==> src/rtl/chan_carry_eval.sv <==
// chan_carry_eval: per-channel pattern select with generate/kill/propagate
// classification and a ripple carry across channels, wrapped in a two-stage
// valid/ready pipeline with backpressure.
// Optional feature macro: CHAN_CARRY_STATS_EN builds the saturating hit_cnt
// counter and honours cnt_clr; otherwise hit_cnt is tied to zero.
module chan_carry_eval #(
  parameter int unsigned CH    = 3,
  parameter int unsigned CNT_W = 16
) (
  input  logic             clk,
  input  logic             rst_n,
  input  logic             in_valid,
  output logic             in_ready,
  input  logic [CH-1:0]    dat,
  input  logic [CH-1:0]    sel,
  input  logic             hi0,
  input  logic             hi1,
  input  logic             lo0,
  input  logic             lo1,
  input  logic             cin,
  output logic             out_valid,
  input  logic             out_ready,
  output logic [CH-1:0]    hit,
  output logic             carry_out,
  output logic             any_gen,
  output logic             all_hit,
  output logic [CNT_W-1:0] hit_cnt,
  input  logic             cnt_clr
);

  // Front-end classification of the incoming beat
  logic [CH-1:0] ph;
  logic [CH-1:0] pl;
  logic [CH-1:0] gen;
  logic [CH-1:0] kill;

  // Handshake
  logic accept;
  logic s2_load;

  // Stage 1 state
  logic          s1_valid_q;
  logic [CH-1:0] s1_g_q;
  logic [CH-1:0] s1_k_q;
  logic          s1_cin_q;

  // Stage 2 state (result registers)
  logic          s2_valid_q;
  logic [CH-1:0] hit_q;
  logic          carry_q;
  logic          any_gen_q;
  logic          all_hit_q;

  // Stage 2 next-state values computed from stage 1
  logic [CH-1:0] hit_d;
  logic [CH:0]   chain;
  logic          carry_d;
  logic          any_gen_d;
  logic          all_hit_d;

  // Select the pattern bit per channel and classify as generate / kill
  always_comb begin
    ph   = (sel & {CH{hi1}}) | (~sel & {CH{hi0}});
    pl   = (sel & {CH{lo1}}) | (~sel & {CH{lo0}});
    gen  = dat & ph;
    kill = ~dat & ~pl;
  end

  // S2 can take a beat when empty or emptying this cycle; S1 follows S2.
  // in_ready depends on out_ready but never on in_valid.
  assign s2_load  = ~s2_valid_q | out_ready;
  assign in_ready = ~s1_valid_q | s2_load;
  assign accept   = in_valid & in_ready;

  // Stage 1: capture classification on accept, drain when S2 takes the beat
  always_ff @(posedge clk or negedge rst_n) begin
    if (!rst_n) begin
      s1_valid_q <= 1'b0;
      s1_g_q     <= '0;
      s1_k_q     <= '0;
      s1_cin_q   <= 1'b0;
    end else if (accept) begin
      s1_valid_q <= 1'b1;
      s1_g_q     <= gen;
      s1_k_q     <= kill;
      s1_cin_q   <= cin;
    end else if (s2_load) begin
      s1_valid_q <= 1'b0;
    end
  end

  // Resolve hits, ripple carry and summary flags from the stage 1 contents
  always_comb begin
    hit_d    = s1_g_q | s1_k_q;
    chain    = '0;
    chain[0] = s1_cin_q;
    for (int unsigned i = 0; i < CH; i++) begin
      chain[i+1] = s1_g_q[i] | (chain[i] & ~s1_k_q[i]);
    end
    carry_d   = chain[CH];
    any_gen_d = |s1_g_q;
    all_hit_d = &hit_d;
  end

  // Stage 2: result registers only change when a real beat moves in, so they
  // keep their last value while empty and stay stable under backpressure
  always_ff @(posedge clk or negedge rst_n) begin
    if (!rst_n) begin
      s2_valid_q <= 1'b0;
      hit_q      <= '0;
      carry_q    <= 1'b0;
      any_gen_q  <= 1'b0;
      all_hit_q  <= 1'b0;
    end else if (s2_load) begin
      s2_valid_q <= s1_valid_q;
      if (s1_valid_q) begin
        hit_q     <= hit_d;
        carry_q   <= carry_d;
        any_gen_q <= any_gen_d;
        all_hit_q <= all_hit_d;
      end
    end
  end

  assign out_valid = s2_valid_q;
  assign hit       = hit_q;
  assign carry_out = carry_q;
  assign any_gen   = any_gen_q;
  assign all_hit   = all_hit_q;

`ifdef CHAN_CARRY_STATS_EN
  logic             deliver;
  logic [CNT_W-1:0] hit_cnt_q;

  assign deliver = s2_valid_q & out_ready;

  // Count delivered all-hit beats, saturating; clear has priority
  always_ff @(posedge clk or negedge rst_n) begin
    if (!rst_n) begin
      hit_cnt_q <= '0;
    end else if (cnt_clr) begin
      hit_cnt_q <= '0;
    end else if (deliver && all_hit_q && !(&hit_cnt_q)) begin
      hit_cnt_q <= hit_cnt_q + CNT_W'(1);
    end
  end

  assign hit_cnt = hit_cnt_q;
`else
  logic unused_cnt_clr;

  assign unused_cnt_clr = cnt_clr;
  assign hit_cnt        = '0;
`endif

endmodule

==> config.mk <==
export PLATFORM = sky130hd
export DESIGN_NAME = chan_carry_eval
export DESIGN_NICKNAME = d
export VERILOG_FILES = /design/src/rtl/chan_carry_eval.sv
export SDC_FILE = /design/constraint.sdc
export NUM_CORES = 1
export LEC_CHECK = 0
export ABC_AREA = 1
export BUFFER_PORTS_ARGS = -buffer_cell sky130_fd_sc_hd__buf_2
export CORE_MARGIN = 10
export CORE_UTILIZATION = 47
export CTS_BUF_LIST = sky130_fd_sc_hd__clkbuf_8
export DETAILED_ROUTE_END_ITERATION = 6
export GPL_TIMING_DRIVEN = 1
export PLACE_DENSITY = 0.77
export SYNTH_ARGS = -nofsm -noshare
export SYNTH_HDL_FRONTEND = slang
export SYNTH_SLANG_ARGS = --single-unit
==> constraint.sdc <==
create_clock -name clk -period 1 [get_ports clk]
set_clock_uncertainty 0.05 [all_clocks]
set_input_delay 0.15 -clock clk [delete_from_list [all_inputs] [get_ports clk]]
set_output_delay 0.15 -clock clk [all_outputs]
set_load 0.05 [all_outputs]
==> results of run 1 <==
## cell families after synthesis
kind of cell | synth area share [%]
other | 0.438
buffers and inverters | 20.7
AOI/OAI and AO/OA | 6.13
DFF | 43.8
and+or+nand+nor | 28.9
## per-layer routing
layer  track usage [%]  vias up  wire [um]
met3              1.97        2         91
met5                 0        -          0
li1                  -      369          -
met1              9.90      296        791
met2              14.4       22        861
met4              7.54        0         34
## power groups by stage
stage	Combinational (W)	Clock [W]	Sequential, W
2_1_floorplan	0.000442	0	0.00113
3_3_place_gp	0.000872	0	0.000826
3_5_place_dp	0.000883	0	0.000831
4_1_cts	0.00104	0.000482	0.000839
5_1_grt	0.00114	0.000519	0.000861
6_report	0.00106	0.000478	0.000840
## cell type report
cell class	count	share of cell area, %
Multi-Input combinational cell	81	34.5
Tap cell	25	2.87
Timing Repair Buffer	29	20.1
Clock inverter	1	0.459
Sequential cell	15	34.5
Inverter	11	3.78
Clock buffer	3	3.78
## repair_timing
| item | in CTS | in global routing |
|---|---|---|
| hold buffers | 1 | 0 |
| setup endpoints to repair | 14 | 22 |
| cloned | 0 | 0 |
| gates resized for setup | 18 | 0 |
| pin swaps | 1 | 0 |
| buffers inserted | 2 | 2 |
| endpoints found under the hold margin | 15 | 0 |
## worst max path at each step
stage,from,end,cells past startpoint
after floorplan,out_valid,s1_g_q[2],5
after global placement,out_valid,any_gen,5
after detailed placement,out_valid,any_gen,5
after CTS,s1_valid_q,in_ready,2
after global routing,out_valid,in_ready,2
final,s1_valid_q,in_ready,2
## metrics by stage
| stage | TNS, ns | instance area [um^2] |
|---|---|---|
| floorplan | -2.81 | 928 |
| global placement | -0.0327 | 942 |
| detailed placement | -0.119 | 942 |
| CTS | -0.457 | 1080 |
| global route | -1.48 | 1090 |
| finish | -0.613 | 1090 |
## state kept, by name, indices dropped and copies added (netlist names)
name        flops
s1_valid_q      1
s1_g_q          3
carry_out       1
out_valid       1
any_gen         1
hit             3
all_hit         1
s1_cin_q        1
s1_k_q          3
## critical path: cells and delay by family, from the launching register on
family,cells,cell delay (ns)
buffers and inverters,1,0.15
and+or+nand+nor,1,0.11
DFF,1,0.40
## cells in the mapped netlist (all sizes together)
cell type	count
nand2	39
buf	18
dfrtp	15
inv	11
o21ai	9
nand3	8
nor2	4
nand3b	3
conb	1
nor3	1
or2	1
## cells in the final DEF, fill, tap and decap left out
cell,instances
o21ai_2,2
nand3_1,7
buf_8,1
buf_4,6
nand3b_1,3
buf_2,14
dlygate4sd3_1,1
conb_1,16
o21ai_1,3
nor2_1,4
clkinv_2,1
nor3_1,1
nand2_1,38
or2_2,1
clkbuf_8,3
inv_1,11
nand2_8,1
dfrtp_2,1
buf_6,7
dfrtp_1,14
o21ai_0,4
nand3_4,1
==> metrics.md, run 1 <==
| Metric | Value |
|---|---|
| Run status | finished, violations left |
| Failing checks | setup timing |
| R2R Path Start | s1_valid_q |
| Synth top area share | approximately 44% |
| Hold Slack | around 0.10 ns |
| Total wire length | roughly 1800 um |
| Max stage delay on crit path | 0.40 ns |
| Root Driver | clkbuf_8 |
| CTS max path bufs | 2 |
| Overflow left after global routing | 0 |
| Number of diodes | 0 |
| CTS clk-pin slew, worst paths | 0.06 ns |
| Reg2Reg Setup Slack | -0.05 ns |
| CTS sink count | 15 |
| RR Endpoint | s1_k_q[1] |
| WP data arrival | 0.91 ns |
| Mapped Avg Cell Area | 7.79 um^2 |
| Std cell rows | 15 |
| Storage element area | 377 um^2 |
| Nets | 157 |
| Largest net degree at the start of global routing | 16 |
| Worst setup SP type | register |
| # setup viols final | 15 |
| IO Pins | 40 |
| Starting density of the core | 49.6% |
| Switching part of the total | 42.1% |
| Unique masters post-synth | 17 |
| Peak supply drop | about 1.1 mV |
| TritonCTS Buffers | 3 |
| FMAX | approximately 0.90 GHz |
| Final Util | between 60% and 70% |
| Max_cap viols | 0 |
| First-pass iteration count of the detailed router | 4 |
| Die H | 62.7 um |
| Total GRT Usage | 8.98% |
| R2R cell count | 5 |
| Die X-Extent | 62.7 um |
| WS Path Type | reg -> out |
| Hold Crit Depth | 3 |
| Cell count after synthesis | 110 |
| Area Growth Syn to Fin | 27.3% |
| Worst Setup End Kind | output port |
| Final Worst Setup Slack | -0.107 ns |
| Die area | 0.00393 mm^2 |
| Unrepaired setup endpoints after global routing | true |
| Final Hold Viols | 0 |
| Total core area | 0.00173 mm^2 |
| Hold path start | cin |
| Final period util | 111% |
| Power Density | 2180 mW/mm^2 |
| Clock share of power | 20.0% |
| #FFs+latches synth | 15 |
| Lkg Pwr | 0.604 nW |
| Antenna-violating nets left | 0 |
| Post-synth top area cell | dfrtp_1 |
| Share of power burned in registers | 35.3% |
| Synth area leaders | dfrtp_1, nand2_1, buf_4, inv_1, nand3_1 |
| Vias/cell | about 4.2 |
| Initial DRC count | 7 |
| Post-route total power | between 0.002 and 0.0025 W |
| Setup WS pre-CTS | -0.0294 ns |
| Vias in the first global route | 720 |
| Synth warn | 0 |
| Initial antenna violation count | 0 |
| Power share of the combinational group | 44.7% |
| Drt drc | 0 |
| I/O Buffers | 22 |
| Via count | 689 |
| Slew Viols, Final | 0 |
| Internal cell power | 0.00138 W |
| CP Data Required Time | 0.80 ns |
| Slowest-stage cell, CP | dfrtp_1 |
| Global-route wire length before repair | 2960 um |
| Psw | about 0.001 W |
| RePlAce Congestion | ~0.76 |
| CTS tree | yes |
| CP cell instances | nand3_4 > buf_8 |
| WHS Endpoint | s1_cin_q |
| # fillers | 156 |
| Min Tclk post-route | 1.11 ns |
| Layout cells sized above 1 | 27.1% |
| Final Non-Filler Cells | between 150 and 200 |
| Cell count after placement | 156 |
| Worst-path fanout max | 2 |
| Hold Crit Class | in -> reg |
| Routed len/inst | 10.8 um |
| Post-DP HPWL | 1380 um |
| Post-Syn Area | 857 um^2 |
| Clk_lat worst skew | 0.24 ns |
| Footprint of the multi-input gates | 377 um^2 |
| Clock H-tree levels | 1 |
| Sequential fraction of the synthesis area | a little over two fifths |
No activity file was read; power rests on OpenSTA's default activity.
==> inputs of run 2 (changes only) <==
--- a/config.mk
+++ b/config.mk
@@ -8,11 +8,12 @@
 export ABC_AREA = 1
 export BUFFER_PORTS_ARGS = -buffer_cell sky130_fd_sc_hd__buf_2
 export CORE_MARGIN = 10
-export CORE_UTILIZATION = 47
+export CORE_UTILIZATION = 51
 export CTS_BUF_LIST = sky130_fd_sc_hd__clkbuf_8
 export DETAILED_ROUTE_END_ITERATION = 6
 export GPL_TIMING_DRIVEN = 1
-export PLACE_DENSITY = 0.77
+export MAX_ROUTING_LAYER = met4
+export PLACE_DENSITY = 0.82
 export SYNTH_ARGS = -nofsm -noshare
 export SYNTH_HDL_FRONTEND = slang
 export SYNTH_SLANG_ARGS = --single-unit
==> constraint.sdc (replaced) <==
create_clock -name clk -period 1.42 [get_ports clk]
set_clock_uncertainty 0.05 [all_clocks]
set_input_delay 0.213 -clock clk [delete_from_list [all_inputs] [get_ports clk]]
set_output_delay 0.213 -clock clk [all_outputs]
set_load 0.05 [all_outputs]
==> run 2 against run 1 <==
Effect of this change:
- the flow now finishes without violations
- utilization fell by 0.20 points
- critical path depth unchanged
- register-to-register slack improved by 0.33 ns
- highest routed layer unchanged
- die area shrank 5.4%
- count of clock-buffer cells in the layout unchanged
- global-route usage up 1.3 points
==> metrics.md, run 2 (same netlist as run 1, synthesis figures left out) <==
| Metric | Value |
|---|---|
| Worst-path fanout max | 4 |
| Setup bufs post-CTS | 0 |
| Initial antenna violation count | 0 |
| Hold path start | cin |
| Starting density of the core | 55.6% |
| Std cell rows | 14 |
| Layout cells sized above 1 | 23.1% |
| IO Pins | 40 |
| Post-DP HPWL | 1480 um |
| CTS clk-pin slew, worst paths | about 0.05 ns |
| R2R cell count | 5 |
| RR Endpoint | carry_out |
| Unrepaired setup endpoints after global routing | false |
| Largest net degree at the start of global routing | 16 |
| Vias/cell | around 4.6 |
| WS Path Type | reg -> out |
| WHS Endpoint | s1_cin_q |
| Most common cell after layout, fill and taps aside | nand2_1 |
| Delay-heaviest family, CP | flip-flops |
| Reg2Reg Setup Slack | approximately 0.28 ns |
| Vias in the first global route | 708 |
| Max Used Layer | met4 |
| RePlAce Congestion | 0.769 |
| Routed len/inst | 11.6 um |
| Power Density | 1560 mW/mm^2 |
| Total GRT Usage | between 10% and 20% |
| Wire length on met1 | 706 um |
| CTS sink count | 15 |
| Peak supply drop | 0.564 mV |
| Drt drc | 0 |
| Initial DRC count | 13 |
| R2R Path Start | out_valid |
| Run status | complete, no violations |
| Max_cap viols | 0 |
| WP buf/inv | 1 |
| Nets | 151 |
| Slowest-stage cell, CP | dfrtp_2 |
| Clk_lat worst skew | 0.24 ns |
| Metal2 WL | 870 um |
| # setup viols final | 0 |
| Via count | roughly 700 |
| Hold Crit Class | in -> reg |
| Worst Setup End Kind | output port |
| Slew Viols, Final | 0 |
| FMAX | 0.766 GHz |
| Worst setup SP type | register |
| CTS resizes | 0 |
| Total core area | 0.00154 mm^2 |
| Die H | approximately 61 um |
| CP cell instances | nand3_4 > buf_2 |
| Global-route wire length before repair | 2790 um |
| Met3 Routed Length | roughly 100 um |
| CTS max path bufs | 2 |
| Final Non-Filler Cells | 150 |
| Final period util | 91.9% |
| # fillers | 147 |
| Min Tclk post-route | 1.31 ns |
| Die X-Extent | approximately 61 um |
| Overflow left after global routing | 0 |
| Clock H-tree levels | 1 |
| Total wire length | between 1500 and 2000 um |
| Hold Crit Depth | 3 |
| CTS tree | yes |
| Area Growth Syn to Fin | 13.3% |
| CP Data Required Time | between 1 and 1.5 ns |
| First-pass iteration count of the detailed router | 4 |
| WP data arrival | approximately 1.0 ns |
| Number of diodes | 0 |
| Cell count after placement | 145 |
| Max stage delay on crit path | 0.42 ns |
| Setup TNS | 0 ns |
| Final Hold Viols | 0 |
| TritonCTS Buffers | 3 |
| Lkg Pwr | 0.560 nW |
| Antenna-violating nets left | 0 |
| Root Driver | clkbuf_8 |
| Die area | around 0.0037 mm^2 |
| Most frequent cells in the layout | nand2_1, buf_2, conb_1 |
| I/O Buffers | 22 |
run 2: cell types whose count changed in the layout (fill, tap and decap cells not counted), moves of 2 or more:
| cell | previous run | this run |
|---|---|---|
| buf_4 | 6 | 0 |
| o21ai_0 | 4 | 6 |
| buf_6 | 7 | 0 |
| o21ai_1 | 3 | 1 |
| buf_2 | 14 | 22 |
run 2: through the flow:
stage               total power [W]  cell area [um^2]  hold WS [ns]  setup WS (ns)  util [%]
finish                      0.00152               971         0.179          0.115      63.0
global route                0.00161               971         0.199         0.0728      63.0
CTS                         0.00153               971         0.181          0.105      63.0
detailed placement          0.00120               916        0.0729          0.247      59.4
global placement            0.00118               916        0.0673          0.284      59.4
floorplan                   0.00110               922        -0.133          0.150         -
run 2: where the power goes:
| part | internal (W) | switching [W] |
|---|---|---|
| combinational | 0.000132 | 0.000476 |
| clock | 0.000191 | 0.000138 |
| sequential | 0.000520 | 0.0000602 |
run 2: final cells by class:
cell class                 instances  area [um^2]  area share (%)
clock buffer                       3         41.3            4.25
timing repair buffer              23          120            12.4
multi-input combinational         81          368            37.9
inverter                          11         41.3            4.25
tap                               16         20.0            2.06
sequential                        15          377            38.8
clock inverter                     1         3.75           0.387
run 2: worst register-to-register path: cells and delay by family, from the launching register on:
| family | cells | cell delay (ns) |
|---|---|---|
| simple gates | 4 | 0.49 |
| buf+inv | 1 | 0.12 |
| flops | 1 | 0.39 |
run 2: metal layers:
| metal | global-route usage [%] | vias to the layer above |
|---|---|---|
| met5 | - | - |
| met4 | 8.46 | 0 |
| met3 | 1.88 | 4 |
| met2 | 16.9 | 30 |
| met1 | 10.3 | 300 |
| li1 | - | 356 |
run 2: worst max-delay path by stage:
stage | endpoint | cells past startpoint | slack (ns) | from
after CTS | in_ready | 2 | 0.10 | out_valid
after global placement | carry_out | 7 | 0.28 | out_ready
after floorplan | s1_g_q[2] | 5 | 0.15 | out_valid
after global routing | in_ready | 2 | 0.07 | s1_valid_q
after detailed placement | all_hit | 7 | 0.25 | out_ready
final | in_ready | 2 | 0.11 | out_valid
run 2: repair_timing:
| item | 4_1_cts | 5_1_grt |
|---|---|---|
| setup endpoints to repair | 0 | 0 |
| hold buffers | 1 | 0 |
| hold endpoints to repair | 15 | 0 |
==> inputs of run 3 (changes only) <==
--- a/config.mk
+++ b/config.mk
@@ -13,7 +13,7 @@
 export DETAILED_ROUTE_END_ITERATION = 6
 export GPL_TIMING_DRIVEN = 1
 export MAX_ROUTING_LAYER = met4
-export PLACE_DENSITY = 0.82
+export PLACE_DENSITY = 0.86
 export SYNTH_ARGS = -nofsm -noshare
 export SYNTH_HDL_FRONTEND = slang
 export SYNTH_SLANG_ARGS = --single-unit
==> run 3 against run 2 <==
Effect of this change:
- via count is 0.43% higher
- routed wire length is 4.0% lower
- first-iteration DRC count is 15% higher
- count of clock-buffer cells in the layout stayed put
- die area stayed put
- power is 0.41% lower
- maximum frequency is 0.36% lower
- cell count stayed put
- setup slack worse by 0.0047 ns
- clock power hardly changed
- sequential share of layout area stayed put
- critical path type unchanged
- largest power group unchanged
==> metrics.md, run 3 (same netlist as run 1, synthesis figures left out) <==
| Metric | Value |
|---|---|
| CTS clk-pin slew, worst paths | about 0.050 ns |
| Worst-path fanout max | 4 |
| Final Worst Setup Slack | 0.110 ns |
| Std cell rows | 14 |
| CP Data Required Time | 1.16 ns |
| Power Density | 1560 mW/mm^2 |
| Total GRT Usage | 9.75% |
| Final Util | between 60% and 70% |
| FMAX | 0.763 GHz |
| CTS tree | yes |
| Worst Setup End Kind | output port |
| Drt drc | 0 |
| Vias in the first global route | between 600 and 700 |
| WS Path Type | reg -> out |
| Post-DP HPWL | 1420 um |
| Via count | 693 |
| R2R cell count | 5 |
| Area Growth Syn to Fin | 13.3% |
| CTS resizes | 0 |
| Lkg Pwr | 0.560 nW |
| Hold Crit Class | in -> reg |
| Root Driver | clkbuf_8 |
| Run status | complete, no violations |
| Setup WS pre-CTS | about 0.26 ns |
| Final period util | 92.2% |
| WP data arrival | 1.05 ns |
| Initial DRC count | 15 |
| Routed len/inst | 11.1 um |
| Initial antenna violation count | 0 |
| Antenna-violating nets left | 0 |
| Worst setup SP type | register |
| IO Pins | 40 |
| RePlAce Congestion | 0.784 |
| Peak supply drop | 0.686 mV |
| Nets | 151 |
| TritonCTS Buffers | 3 |
| Total wire length | 1670 um |
| Global-route wire length before repair | approximately 2700 um |
| RR Endpoint | carry_out |
| Overflow left after global routing | 0 |
| Slew Viols, Final | 0 |
| Footprint of the multi-input gates | 368 um^2 |
| Most frequent cells in the layout | nand2_1, buf_2, conb_1 |
| Die X-Extent | 61.0 um |
| Layout cells sized above 1 | 23.1% |
| CTS sink count | 15 |
| Setup TNS | 0 ns |
| Clock H-tree levels | 1 |
| Worst setup endpoint | in_ready |
| CTS max path bufs | 2 |
| First-pass iteration count of the detailed router | 4 |
| R2R Path Start | out_valid |
| Hold Crit Depth | 3 |
| Die area | 0.00372 mm^2 |
| Most common cell after layout, fill and taps aside | nand2_1 |
| Vias/cell | about 4.6 |
| Die H | between 60 and 70 um |
| # setup viols final | 0 |
| I/O Buffers | 22 |
| Max_cap viols | 0 |
| Number of diodes | 0 |
| Starting density of the core | 55.6% |
| Reg2Reg Setup Slack | between 0.2 and 0.3 ns |
| Clk_lat worst skew | 0.24 ns |
| Largest net degree at the start of global routing | 16 |
| Min Tclk post-route | 1.31 ns |
| # fillers | 153 |
| Unrepaired setup endpoints after global routing | false |
| Hold path start | cin |
| Storage element area | 377 um^2 |
| Total core area | around 0.0015 mm^2 |
| Final Hold Viols | 0 |
| CP startpoint | out_valid |
run 3: cell counts in the layout (fill, tap and decap cells not counted):
No cell type changed its count.
run 3: worst min path at each step:
stage	to	slack [ns]
global route	s1_cin_q	0.16
CTS	s1_cin_q	0.15
detailed placement	hit[0]	0.07
global placement	hit[0]	0.07
finish	s1_cin_q	0.15
floorplan	all_hit	-0.13
run 3: critical path, stage by stage (launching register included):
cell and delay (ns):
dfrtp_2 0.43, nand3_4 0.11, buf_2 0.27
run 3: where the power goes:
group | total (W) | switching (W) | internal [W]
logic | 0.000604 | 0.000472 | 0.000132
registers | 0.000580 | 0.0000598 | 0.000521
clock network | 0.000328 | 0.000137 | 0.000191
total | 0.00151 | 0.000668 | 0.000844
run 3: area by class of cell:
type | instances | share of cell area [%]
clock inverters | 1 | 0.387
flip-flops and latches | 15 | 38.8
multi-input cells | 81 | 37.9
repair buffers | 23 | 12.4
well taps | 16 | 2.06
clock buffers | 3 | 4.25
inverters | 11 | 4.25
run 3: timing repair:
item	in CTS	in global routing
hold endpoints to repair	15	0
buffers inserted	0	0
hold buffers	1	0
run 3: per-stage QoR:
stage | total power [W] | cell area (um^2) | cells | hold slack (ns)
2_1_floorplan | 0.00110 | 922 | 125 | -0.133
3_3_place_gp | 0.00118 | 916 | 145 | 0.0659
3_5_place_dp | 0.00119 | 916 | 145 | 0.0734
4_1_cts | 0.00153 | 971 | 150 | 0.149
5_1_grt | 0.00161 | 971 | 150 | 0.158
6_report | 0.00151 | 971 | 150 | 0.154
run 3: metal layers:
metal | wire [um] | global-route usage, %
met1 | 660 | 9.84
met4 | 18 | 7.52
met2 | 873 | 16.2
met3 | 117 | 1.88
met5 | 0 | -
